==> src/rtl/dual_port_ram_be_if.sv <==
// Port-A write / port-B read bus for dual_port_ram_be, with clear request and busy status.
// The master drives the requests and the slave (the RAM) returns read data and status.
interface dual_port_ram_be_if #(
  parameter int DATA_WIDTH = 32,
  parameter int ADDR_WIDTH = 4
);
  localparam int BE_WIDTH = DATA_WIDTH / 8;

  logic                  clear_req;
  logic                  a_we;
  logic [BE_WIDTH-1:0]   a_be;
  logic [ADDR_WIDTH-1:0] a_addr;
  logic [DATA_WIDTH-1:0] a_din;
  logic                  b_re;
  logic [ADDR_WIDTH-1:0] b_addr;
  logic [DATA_WIDTH-1:0] b_dout;
  logic                  b_valid;
  logic                  busy;

  modport master (
    output clear_req, a_we, a_be, a_addr, a_din, b_re, b_addr,
    input  b_dout, b_valid, busy
  );

  modport slave (
    input  clear_req, a_we, a_be, a_addr, a_din, b_re, b_addr,
    output b_dout, b_valid, busy
  );
endinterface

==> src/rtl/dual_port_ram_be.sv <==
// Simple dual-port RAM with byte enables, selectable read-during-write policy and a clear engine.
// Define DPRAM_OUT_REG_EN to add an output pipeline register, which gives a read latency of 2.
module dual_port_ram_be #(
  parameter int DATA_WIDTH = 32,
  parameter int ADDR_WIDTH = 4,
  parameter int RDW_MODE   = 0
) (
  input  logic             clk,
  input  logic             reset,
  dual_port_ram_be_if.slave bus
);
  localparam int DEPTH    = 2 ** ADDR_WIDTH;
  localparam int BE_WIDTH = DATA_WIDTH / 8;

  typedef enum logic { S_CLEAR, S_READY } state_e;

  state_e                state_q, state_d;
  logic [ADDR_WIDTH-1:0] clr_ptr_q, clr_ptr_d;
  logic [DATA_WIDTH-1:0] b_dout_q, b_dout_d;
  logic                  b_valid_q, b_valid_d;

  logic [DATA_WIDTH-1:0] ram [DEPTH];
  logic [DATA_WIDTH-1:0] rd_word;
  logic [DATA_WIDTH-1:0] merged_word;
  logic                  wr_en;
  logic                  rd_en;
  logic                  collide;

  // NOTE: every signal gets a default at the top of always_comb, so no path leaves one unassigned and infers a latch.
  always_comb begin
    state_d   = state_q;
    clr_ptr_d = clr_ptr_q;
    case (state_q)
      S_CLEAR: begin
        clr_ptr_d = clr_ptr_q + 1'b1;
        if (&clr_ptr_q) state_d = S_READY;
      end
      S_READY: begin
        if (bus.clear_req) begin
          state_d   = S_CLEAR;
          clr_ptr_d = '0;
        end
      end
      default: state_d = S_CLEAR;
    endcase
  end

  // Accesses are dropped entirely while the clear engine owns the array.
  always_comb begin
    wr_en   = bus.a_we && (state_q == S_READY);
    rd_en   = bus.b_re && (state_q == S_READY);
    collide = wr_en && (bus.a_addr == bus.b_addr);
    rd_word = ram[bus.b_addr];
    for (int i = 0; i < BE_WIDTH; i++) begin
      merged_word[8*i +: 8] = bus.a_be[i] ? bus.a_din[8*i +: 8] : rd_word[8*i +: 8];
    end
  end

  always_comb begin
    b_valid_d = rd_en;
    b_dout_d  = b_dout_q;
    if (rd_en) b_dout_d = (RDW_MODE == 1 && collide) ? merged_word : rd_word;
  end

  // NOTE: sequential state uses non-blocking assignments only, so every flop samples pre-edge values.
  always_ff @(posedge clk or posedge reset) begin
    if (reset) begin
      state_q   <= S_CLEAR;
      clr_ptr_q <= '0;
      b_dout_q  <= '0;
      b_valid_q <= 1'b0;
    end else begin
      state_q   <= state_d;
      clr_ptr_q <= clr_ptr_d;
      b_dout_q  <= b_dout_d;
      b_valid_q <= b_valid_d;
    end
  end

  // NOTE: the array has no reset; the clear engine zeroes it, so the storage can still map onto block RAM.
  always_ff @(posedge clk) begin
    if (state_q == S_CLEAR) begin
      ram[clr_ptr_q] <= '0;
    end else if (wr_en) begin
      for (int i = 0; i < BE_WIDTH; i++) begin
        if (bus.a_be[i]) ram[bus.a_addr][8*i +: 8] <= bus.a_din[8*i +: 8];
      end
    end
  end

  assign bus.busy = (state_q == S_CLEAR);

`ifdef DPRAM_OUT_REG_EN
  logic [DATA_WIDTH-1:0] out_dout_q;
  logic                  out_valid_q;

  always_ff @(posedge clk or posedge reset) begin
    if (reset) begin
      out_dout_q  <= '0;
      out_valid_q <= 1'b0;
    end else begin
      out_dout_q  <= b_dout_q;
      out_valid_q <= b_valid_q;
    end
  end

  assign bus.b_dout  = out_dout_q;
  assign bus.b_valid = out_valid_q;
`else
  assign bus.b_dout  = b_dout_q;
  assign bus.b_valid = b_valid_q;
`endif
endmodule

==> src/flat_wrapper.sv <==
// flat-port wrapper written by rule: the top's interface ports become plain ports
module dual_port_ram_be_flat 
#(
  parameter int DATA_WIDTH = 32,
  parameter int ADDR_WIDTH = 4,
  parameter int RDW_MODE   = 0
)
  (clk, reset, bus_clear_req, bus_a_we, bus_a_be, bus_a_addr, bus_a_din, bus_b_re, bus_b_addr, bus_b_dout, bus_b_valid, bus_busy);
  dual_port_ram_be_if #(.DATA_WIDTH(DATA_WIDTH), .ADDR_WIDTH(ADDR_WIDTH)) bus_i ();
  input  logic clk;
  input  logic reset;
  input wire logic [$bits(bus_i.clear_req)-1:0] bus_clear_req;
  input wire logic [$bits(bus_i.a_we)-1:0] bus_a_we;
  input wire logic [$bits(bus_i.a_be)-1:0] bus_a_be;
  input wire logic [$bits(bus_i.a_addr)-1:0] bus_a_addr;
  input wire logic [$bits(bus_i.a_din)-1:0] bus_a_din;
  input wire logic [$bits(bus_i.b_re)-1:0] bus_b_re;
  input wire logic [$bits(bus_i.b_addr)-1:0] bus_b_addr;
  output wire logic [$bits(bus_i.b_dout)-1:0] bus_b_dout;
  output wire logic [$bits(bus_i.b_valid)-1:0] bus_b_valid;
  output wire logic [$bits(bus_i.busy)-1:0] bus_busy;
  assign bus_i.clear_req = bus_clear_req;
  assign bus_i.a_we = bus_a_we;
  assign bus_i.a_be = bus_a_be;
  assign bus_i.a_addr = bus_a_addr;
  assign bus_i.a_din = bus_a_din;
  assign bus_i.b_re = bus_b_re;
  assign bus_i.b_addr = bus_b_addr;
  assign bus_b_dout = bus_i.b_dout;
  assign bus_b_valid = bus_i.b_valid;
  assign bus_busy = bus_i.busy;
  dual_port_ram_be #(.DATA_WIDTH(DATA_WIDTH), .ADDR_WIDTH(ADDR_WIDTH), .RDW_MODE(RDW_MODE)) u_core (.clk(clk), .reset(reset), .bus(bus_i));
endmodule
==> config.mk <==
export PLATFORM = sky130hd
export DESIGN_NAME = dual_port_ram_be_flat
export DESIGN_NICKNAME = d
export VERILOG_FILES = /design/src/rtl/dual_port_ram_be_if.sv /design/src/rtl/dual_port_ram_be.sv /design/src/flat_wrapper.sv
export SDC_FILE = /design/constraint.sdc
export NUM_CORES = 1
export LEC_CHECK = 0
export ABC_AREA = 1
export CAP_MARGIN = 20
export CORE_UTILIZATION = 50
export DETAILED_ROUTE_END_ITERATION = 16
export PLACE_DENSITY_LB_ADDON = 0.15
export SYNTH_ARGS = -nofsm -noshare
export SYNTH_HDL_FRONTEND = slang
export SYNTH_SLANG_ARGS = --single-unit
export TNS_END_PERCENT = 5
==> constraint.sdc <==
create_clock -name clk -period 4 [get_ports clk]
set_clock_uncertainty 0.15 [all_clocks]
set_input_delay 0.8 -clock clk [delete_from_list [all_inputs] [get_ports clk]]
set_output_delay 0.8 -clock clk [all_outputs]
set_load 0.05 [all_outputs]
==> load_flow_metrics.sql <==
INSERT INTO impl_metrics (metric_group, metric, value, unit) VALUES
('timing', 'worstMarginPinSlew', '775.1', 'ps'),
('timing', 'relSlewSlack', '48.33', '%'),
('clock_network', 'number_of_buffers_between_clock_root_and_the_deepest_sink', '3', ''),
('power_and_ir_drop', 'internal_power', '12.16', 'mW'),
('critical_path', 'start_kind', 'register', ''),
('yosys', 'ys_warn_count', '0', ''),
('clock_network', 'h-tree-depth', '2', ''),
('clock_network', 'number_of_clock_sinks', '550', ''),
('routing', 'first_iter_violations', '1640', ''),
('die', 'io_pins', '83', ''),
('routing', 'wl_per_cell', '21.29', 'um'),
('critical_path', 'worstSetupStartpoint', 'u_core.state_q', ''),
('critical_path', 'crit_chain', 'inv_1, clkdlybuf4s50_1', ''),
('finish', 'final_nets', '2167', ''),
('critical_path', 'cp.buffers_inverters', '2', ''),
('yosys', 'synth_top_area_share', '67.51', '%'),
('clock_network', 'clock_latency_at_the_later_pin_of_the_worst_skew_pair', '590', 'ps'),
('timing', 'hold_viol_final', '0', ''),
('clock_network', 'count_of_buffers_added_by_post_cts_timing_repair_for_setup', '0', ''),
('critical_path', 'cp.required', '3050', 'ps'),
('placed_design', 'place.port_buffers', '82', ''),
('power_and_ir_drop', 'cell_area_power_density', '690.2', 'nW/um^2'),
('yosys', 'synth.top_cells.by_count', '784 x sky130_fd_sc_hd__nand2_1, 512 x sky130_fd_sc_hd__edfxtp_1, 392 x sky130_fd_sc_hd__nand3_1', ''),
('power_and_ir_drop', 'p_leak', '10.18', 'nW'),
('yosys', 'yosysMostFrequentCell', 'sky130_fd_sc_hd__nand2_1', ''),
('hold_path', 'holdCritPathClass', 'reg2reg', ''),
('yosys', 'post_synth_design_cell_area', '22770', 'um^2'),
('critical_path', 'rr_startpoint', 'u_core.state_q', ''),
('yosys', 'yosys_register_bits', '550', ''),
('critical_path', 'crit_path_max_incr_delay', '880', 'ps'),
('critical_path', 'critical_path.top_delay_family', 'buffers and inverters', ''),
('critical_path', 'timing.critical_path.arrival', '2230', 'ps'),
('clock_network', 'tritoncts', 'yes', ''),
('routing', 'drc', '0', ''),
('routing', 'drt_first_pass_iters', '6', ''),
('yosys', 'synth_top_flop_cell', 'sky130_fd_sc_hd__edfxtp_1', ''),
('power_and_ir_drop', 'max-vdd-ir-drop', '0.0004439', 'V'),
('timing', 'timing.setup.tns', '0', 'ps'),
('timing', 'layout_worst_path_cycle_share', '79.45', '%'),
('die', 'placement_rows', '77', ''),
('timing', 'setup_viol', '0', ''),
('placed_design', 'hpwl', '36.06', 'mm'),
('power_and_ir_drop', 'p_clk_share', '27.3', '%'),
('global_routing', 'maximum_number_of_pins_on_one_net_before_global_route_repair', '136', ''),
('timing', 'post-route-min-period', '3178', 'ps'),
('die', 'die-height', '215.4', 'um'),
('power_and_ir_drop', 'seqPwrFrac', '49.0', '%'),
('finish', 'final.fill_count', '3653', ''),
('yosys', 'syn-num-nets', '2088', ''),
('die', 'start_util', '51.05', '%'),
('critical_path', 'path_max_fanout', '11', ''),
('yosys', 'synthDominantAreaCellType', 'sky130_fd_sc_hd__edfxtp_1', ''),
('finish', 'drive_gt1_share', '8.152', '%'),
('power_and_ir_drop', 'switching_share', '31.98', '%'),
('hold_path', 'hp-start', 'u_core.bus.b_dout[10]', ''),
('routing', 'post_drt_via_cell_ratio', '5.491', ''),
('finish', 'insertedDiodeCount', '0', ''),
('run_status', 'run_status', 'finished, final reports clean', ''),
('timing', 'grt_setup_unrepaired', 'false', ''),
('clock_network', 'holdBufCountCts', '0', ''),
('run', 'drv.max_cap_violation_count', '0', ''),
('clock_network', 'worst_setup_hold_path_clk_slew', '60', 'ps'),
('die', 'die_ar', '46400', 'um^2'),
('die', 'die-width', '215.4', 'um'),
('finish', 'seqCellArea', '16330', 'um^2'),
('critical_path', 'path_class', 'reg2out', ''),
('yosys', 'netlist_instances', '2038', ''),
('clock_network', 'numCtsBuffers', '55', ''),
('global_routing', 'grt_first_pass_wirelength', '88.48', 'mm'),
('global_routing', 'grt_usage', '25.65', '%'),
('global_routing', 'overall_overflow_remaining_after_global_route', '0', '');
## final cells by class
| class | count | area share (%) |
|---|---|---|
| Clock buffer | 68 | 5.703 |
| Clock inverter | 31 | 0.8451 |
| Inverter | 50 | 0.7534 |
| Multi-Input combinational cell | 1319 | 21.70 |
| Sequential cell | 550 | 63.01 |
| Tap cell | 592 | 2.859 |
| Timing Repair Buffer | 141 | 5.124 |
## sequential cells by signal, indices dropped and copies added, names as in the netlist
signal,flops
u_core.ram,512
u_core.clr_ptr_q,4
u_core.bus.b_dout,32
u_core.bus.b_valid,1
u_core.state_q,1
## power groups by stage
stage	Combinational [mW]	Clock (mW)	Sequential [mW]
after floorplan	2.22	0	9.20
after global placement	4.16	0	8.85
after detailed placement	4.23	0	8.87
after CTS	4.24	4.94	8.76
after global routing	4.59	5.15	8.89
final	4.23	4.89	8.77
## placed cells by master, fill, tap and decap left out, types with 2 or more instances in the layout
| cell | instances |
|---|---|
| sky130_fd_sc_hd__nand2_1 | 783 |
| sky130_fd_sc_hd__edfxtp_1 | 512 |
| sky130_fd_sc_hd__nand3_1 | 392 |
| sky130_fd_sc_hd__nor2_1 | 96 |
| sky130_fd_sc_hd__clkdlybuf4s50_1 | 78 |
| sky130_fd_sc_hd__clkbuf_16 | 57 |
| sky130_fd_sc_hd__buf_4 | 54 |
| sky130_fd_sc_hd__inv_1 | 44 |
| sky130_fd_sc_hd__dfrtp_1 | 38 |
| sky130_fd_sc_hd__nand2_2 | 22 |
| sky130_fd_sc_hd__clkinv_1 | 16 |
| sky130_fd_sc_hd__clkbuf_1 | 10 |
| sky130_fd_sc_hd__clkinv_2 | 10 |
| sky130_fd_sc_hd__nor2_4 | 8 |
| sky130_fd_sc_hd__buf_12 | 6 |
| sky130_fd_sc_hd__a21oi_1 | 5 |
| sky130_fd_sc_hd__o21ai_0 | 5 |
| sky130_fd_sc_hd__inv_2 | 3 |
| sky130_fd_sc_hd__clkinvlp_4 | 3 |
| sky130_fd_sc_hd__bufinv_16 | 3 |
| sky130_fd_sc_hd__o21ai_4 | 2 |
| sky130_fd_sc_hd__buf_2 | 2 |
## cell families (layout without fill, tap and decap cells)
logic type                 Yosys count  count (layout)  synth area share, %
and+or+nand+nor                   1306            1306                24.26
adders and majority gates            1               1              0.05493
DFF                                550             550                71.69
buffers and inverters              169             290                3.632
AOI/OAI and AO/OA                   12              12               0.3626
## per-layer routing
layer / vias up / wire [um] / share of wire (%) / track usage [%]
met3: 103 / 4353 / 7.4 / 4.101
li1: 7113 / - / - / -
met4: 0 / 1676 / 2.9 / 8.700
met5: - / 0 / 0 / 0
met1: 7292 / 25540 / 44 / 36.58
met2: 599 / 27010 / 46 / 40.33
## worst register-to-register path: stages, from the launching register on
cell	delay, ps
sky130_fd_sc_hd__dfrtp_1	430
sky130_fd_sc_hd__nand2_1	90
sky130_fd_sc_hd__inv_2	70
sky130_fd_sc_hd__o21ai_4	150
sky130_fd_sc_hd__nand2_4	150
sky130_fd_sc_hd__nand2_1	110
sky130_fd_sc_hd__nand2_1	130
sky130_fd_sc_hd__nor2_4	180
sky130_fd_sc_hd__nand2_2	220
sky130_fd_sc_hd__nor2_1	580
## final timing paths
path / end / slack [ps] / cells past startpoint
max: bus_busy / 820 / 2
min: u_core.bus.b_dout[10] / 330 / 2
max reg2reg: u_core.ram[15][30] / 1370 / 9
min reg2reg: u_core.bus.b_dout[10] / 330 / 2
max in group asynchronous: u_core.bus.b_dout[24] / 2470 / 3
min in group asynchronous: u_core.bus.b_dout[8] / 480 / 2
## per-stage QoR
stage | cells | total power, mW | hold WS, ps | instance area (um^2) | utilization (%)
floorplan | 2038 | 11.42 | 386.1 | 22770 | -
global placement | 2652 | 13.01 | 311.9 | 24210 | 54.28
detailed placement | 2652 | 13.10 | 314.1 | 24210 | 54.28
CTS | 2751 | 17.95 | 330.0 | 25910 | 58.08
global route | 2751 | 18.63 | 348.5 | 25910 | 58.08
finish | 2751 | 17.88 | 325.7 | 25910 | 58.08
Power figures use the tool's default switching activity.
==> RTL edit 1: new RTL, config.mk and constraints unchanged <==
`ADDR_WIDTH` is set to 4 in 3 places; all go to 2.
--- a/src/rtl/dual_port_ram_be_if.sv
+++ b/src/rtl/dual_port_ram_be_if.sv
@@ -3,5 +3,5 @@
 interface dual_port_ram_be_if #(
   parameter int DATA_WIDTH = 32,
-  parameter int ADDR_WIDTH = 4
+  parameter int ADDR_WIDTH = 2
 );
   localparam int BE_WIDTH = DATA_WIDTH / 8;
--- a/src/rtl/dual_port_ram_be.sv
+++ b/src/rtl/dual_port_ram_be.sv
@@ -3,5 +3,5 @@
 module dual_port_ram_be #(
   parameter int DATA_WIDTH = 32,
-  parameter int ADDR_WIDTH = 4,
+  parameter int ADDR_WIDTH = 2,
   parameter int RDW_MODE   = 0
 ) (
--- a/src/flat_wrapper.sv
+++ b/src/flat_wrapper.sv
@@ -3,5 +3,5 @@
 #(
   parameter int DATA_WIDTH = 32,
-  parameter int ADDR_WIDTH = 4,
+  parameter int ADDR_WIDTH = 2,
   parameter int RDW_MODE   = 0
 )
Interface: changed (resized bus_a_addr and bus_b_addr); port bits go from 83 to 79. The function was not compared with the original's and may differ.
==> RTL edit 1 against the unedited design <==
Via count fell by 72%. Combinational power fell by 54%. Total power fell by 63%. Sequential cell count fell by 386. Worst hold slack improved by 0.060 ns. Largest power group unchanged. Setup slack improved by 0.45 ns. Maximum frequency rose by 16%. Wire length fell by 77%. Area after synthesis fell by 71%. Final area fell by 69%.
==> RTL edit 1: results <==
group,metric,value,unit
placement,dp.cells,798,
global_routing,grt.total_usage,0.217,
route,dr.pass1.iters,5,
layout,fillCellCount,1002,
worst_setup_path,r2r-end,"u_core.ram[1][13]",
yosys,synth_xor_xnor_area_share,0,
yosys,synth.yosys.warnings,0,
clocking,cts_buffers,17,
placement,placed_cell_area,0.00741,mm2
worst_setup_path,reg2reg_depth,7,
yosys,synthTopCellsByArea,"edfxtp_1 58%, dfrtp_1 14%, nor2_1 12%, o21ai_0 3.6%, a31oi_1 3.0%",
yosys,syn_nets,620,
placement,port_buffers,78,
yosys,synth_cell_types,21,
worst_setup_path,critPathArrivalTime,1.78,ns
timing,tightest_slew,0.975,ns
placement,finalWeightedCongestion,0.773,
layout,regMostFlops,"u_core.ram",
yosys,synth_edf_count,128,
clocking,cts.repair.resized,0,
worst_hold_path,hold_class,"flip-flop to flip-flop",
clocking,clock_path_buffers,2,
clocking,clk-insertion-delay-late,0.43,ns
layout,largest_reg_flops,128,
placement,dpl.hpwl,8.48,mm
global_routing,grt_max_degree,65,
worst_setup_path,endpoint,"bus_busy",
yosys,synth_common_cells,"208 x nor2_1, 128 x edfxtp_1, 48 x o21ai_0, 39 x inv_1, 36 x dfrtp_1",
power,leakage,0.00310,uW
clocking,cts_setup_buffers,0,
yosys,avgSynthCellArea,11.5,um2
layout,finalNonFillerCells,831,
global_routing,first_global_vias,4359,
clocking,clk_pin_slew,0.06,ns
global_routing,grt_pass1_wl,21.4,mm
worst_setup_path,rrSetupSlack,1.86,ns
worst_setup_path,reg2reg_from,"u_core.state_q",
power,ir_worst_vdd,0.482,mV
layout,drive_gt1_frac,0.0804,
yosys,async_reset_ff_frac,0.220,
global_routing,antenna_found_initial,0,
yosys,synth_compound_area_frac,0.0860,
worst_setup_path,worst-setup-path-type,"flip-flop to output pin",
route,wire_per_inst,16.1,um
status,run_status,"finished clean",
route,first_iter_violations,236,
clocking,cts-root-buf,"clkbuf_16",
yosys,ys_seq_area_frac,0.718,
layout,antenna_cells,0,
worst_setup_path,crit_fanout,9,
timing,hold_ws,0.385,ns
power,p_sw_frac,0.343,
route,vias,4232,
clocking,h-tree-depth,4,
layout,num-nets-final,692,
yosys,synthAdderAreaFrac,0.00189,
## RTL edit 1: cell count changes in the layout (fill, tap and decap cells not counted), moves of 9 or more
| cell | change |
|---|---|
| clkbuf_16 | -40 |
| clkinv_1 | -15 |
| edfxtp_1 | -384 |
| nand2_2 | -14 |
| o21ai_0 | +43 |
| clkbuf_1 | -9 |
| nand3_1 | -388 |
| nor2_1 | +112 |
| o21ai_1 | +18 |
| buf_4 | -50 |
| a31oi_1 | +32 |
| nand2_1 | -773 |
## RTL edit 1: cells by family (layout without fill, tap and decap cells)
kind of cell	Yosys count	count (layout)
simple gates	232	232
flops	164	164
compound gates	104	104
buf+inv	73	158
fa+ha+maj	1	1
## RTL edit 1: worst min-delay path by stage
stage	startpoint	endpoint	cells past startpoint
after floorplan	u_core.ram[1][5]	u_core.bus.b_dout[5]	2
after global placement	u_core.ram[1][6]	u_core.bus.b_dout[6]	2
after detailed placement	u_core.ram[1][7]	u_core.bus.b_dout[7]	2
after CTS	u_core.ram[1][7]	u_core.bus.b_dout[7]	2
after global routing	u_core.ram[1][6]	u_core.bus.b_dout[6]	2
final	u_core.ram[1][6]	u_core.bus.b_dout[6]	2
## RTL edit 1: critical path, cell delays in order (launching register included)
cell and delay [ns]:
dfrtp_1 0.41, inv_2 0.13, clkdlybuf4s50_1 0.82
## RTL edit 1: area by class of cell
| type | instances | area (um2) | share of cell area |
|---|---|---|---|
| timing repair buffer | 83 | 833 | 0.103 |
| clock buffer | 19 | 443 | 0.0548 |
| inverter | 43 | 161 | 0.0200 |
| multi-input combinational | 337 | 1490 | 0.184 |
| clock inverter | 13 | 205 | 0.0254 |
| tap | 172 | 215 | 0.0266 |
| sequential | 164 | 4740 | 0.587 |
## RTL edit 1: per-layer routing
metal	vias to the layer above	wire length, um	GRT usage
li1	2094	-	-
met1	1992	5770	0.273
met2	125	6720	0.357
met3	21	628	0.0530
met4	0	226	0.102
met5	-	0	0
## RTL edit 1: stage by stage
stage / worst slack, ns / utilization
floorplan: 1.78 / -
global placement: 0.946 / 0.580
detailed placement: 0.896 / 0.580
CTS: 1.24 / 0.631
global route: 1.18 / 0.633
finish: 1.27 / 0.633
## RTL edit 1: power groups by stage
stage / registers (uW) / clock network (uW) / logic, uW
after detailed placement: 2890 / 0 / 1980
after global placement: 2870 / 0 / 1950
final: 2860 / 1760 / 1960
after global routing: 2910 / 1850 / 2150
after CTS: 2860 / 1790 / 1990
after floorplan: 3400 / 0 / 780
==> RTL edit 2: new RTL, config.mk and constraints unchanged <==
Made on the original files. `b_dout_q` no longer has a reset.
--- a/src/rtl/dual_port_ram_be.sv
+++ b/src/rtl/dual_port_ram_be.sv
@@ -68,12 +68,14 @@
       state_q   <= S_CLEAR;
       clr_ptr_q <= '0;
-      b_dout_q  <= '0;
       b_valid_q <= 1'b0;
     end else begin
       state_q   <= state_d;
       clr_ptr_q <= clr_ptr_d;
-      b_dout_q  <= b_dout_d;
       b_valid_q <= b_valid_d;
     end
+  end
+
+  always_ff @(posedge clk) begin
+    b_dout_q <= b_dout_d;
   end
 
Formal check against the unedited RTL: no difference found for any inputs over 4 cycles, from zero or initial values and one cycle with reset high; that may be too few to reach the edited logic, so the function may still have changed.
==> RTL edit 2 against the unedited design <==
Wire length decreased by 9.7%. Total power decreased by 4.6%. Die area increased by 0.36%. Sequential cell count unchanged. Global-route usage decreased by 2.6 points. Sequential share of layout area increased by 0.16 points. Register-to-register slack got worse by 0.06 ns. Setup slack improved by 0.061 ns. Area after synthesis increased by 0.37%. Final area increased by 0.72%. Count of clock-buffer cells in the layout increased by 1. Largest cell class unchanged. Highest routed layer unchanged.
==> RTL edit 2: results <==
group,metric,value,unit
status,run_status,"finished clean",
power,leakage,0.0100,uW
placement,dp.cells,2522,
yosys,syn_nets,1921,
layout,sh_seq_area,0.632,
yosys,synth_common_cells,"544 x edfxtp_1, 303 x inv_1, 201 x nand3_1, 181 x nand2_1, 133 x a21oi_1",
layout,n_clock_buffer,69,
global_routing,grt_pass1_wl,80.4,mm
timing,period_minus_slack,3.12,ns
route,wire_per_inst,20.2,um
layout,fillCellCount,3562,
worst_setup_path,r2r-end,"u_core.ram[14][20]",
timing,tightest_slew,1.02,ns
layout,buffer_area_frac,0.0598,
placement,finalWeightedCongestion,0.824,
global_routing,first_global_vias,13685,
timing,hold_ws,0.286,ns
power,ir_worst_vdd,0.355,mV
worst_setup_path,critPathArrivalTime,2.17,ns
yosys,synth_edf_count,544,
route,routed_via_density,5.41,
layout,final_area,0.0261,mm2
layout,multi_input_gates,903,
worst_setup_path,rrSetupSlack,1.31,ns
worst_hold_path,hold_class,"input port to async pin",
yosys,synth_compound_area_frac,0.102,
worst_setup_path,reg2reg_depth,7,
global_routing,grt_max_degree,92,
layout,inverters,305,
layout,num-nets-final,2039,
layout,clock_area_frac,0.0598,
global_routing,grt.total_usage,0.230,
yosys,async_reset_ff_frac,0.0109,
yosys,ys_seq_area_frac,0.721,
layout,drive_gt1_frac,0.0951,
placement,dp_slack,0.316,ns
route,first_iter_violations,1199,
placement,dpl.hpwl,30.3,mm
yosys,synthTopCellsByArea,"edfxtp_1 71%, inv_1 5.0%, nand3_1 4.4%, o211ai_1 4.2%, nand2_1 3.0%",
yosys,avgSynthCellArea,12.2,um2
layout,signal_buffers,174,
die,dieArea,0.0466,mm2
==> RTL edit 2: changes by cell type after synthesis, moves of 17 or more <==
cell	delta
clkbuf_1	+24
o21ai_1	+17
o21ai_0	+111
buf_6	+18
o211ai_1	+128
a21oi_1	+128
nand3_1	-191
inv_1	+256
nand2_1	-603
edfxtp_1	+32
dfrtp_1	-32
buf_4	-32
==> RTL edit 2: per-layer routing <==
| metal | up-vias | wire length (um) | GRT usage | share of wire |
|---|---|---|---|---|
| met5 | - | 0 | 0 | 0 |
| li1 | 6788 | - | - | - |
| met1 | 6934 | 23000 | 0.316 | 0.44 |
| met3 | 88 | 2910 | 0.0357 | 0.055 |
| met4 | 0 | 1440 | 0.0742 | 0.027 |
| met2 | 381 | 25500 | 0.379 | 0.48 |
==> RTL edit 2: where the power goes <==
part	switching, uW	leakage [uW]	internal [uW]
logic	2870	0.00412	1000
registers	318	0.00514	8310
clock network	2060	0.000758	2510
total	5250	0.0100	11800
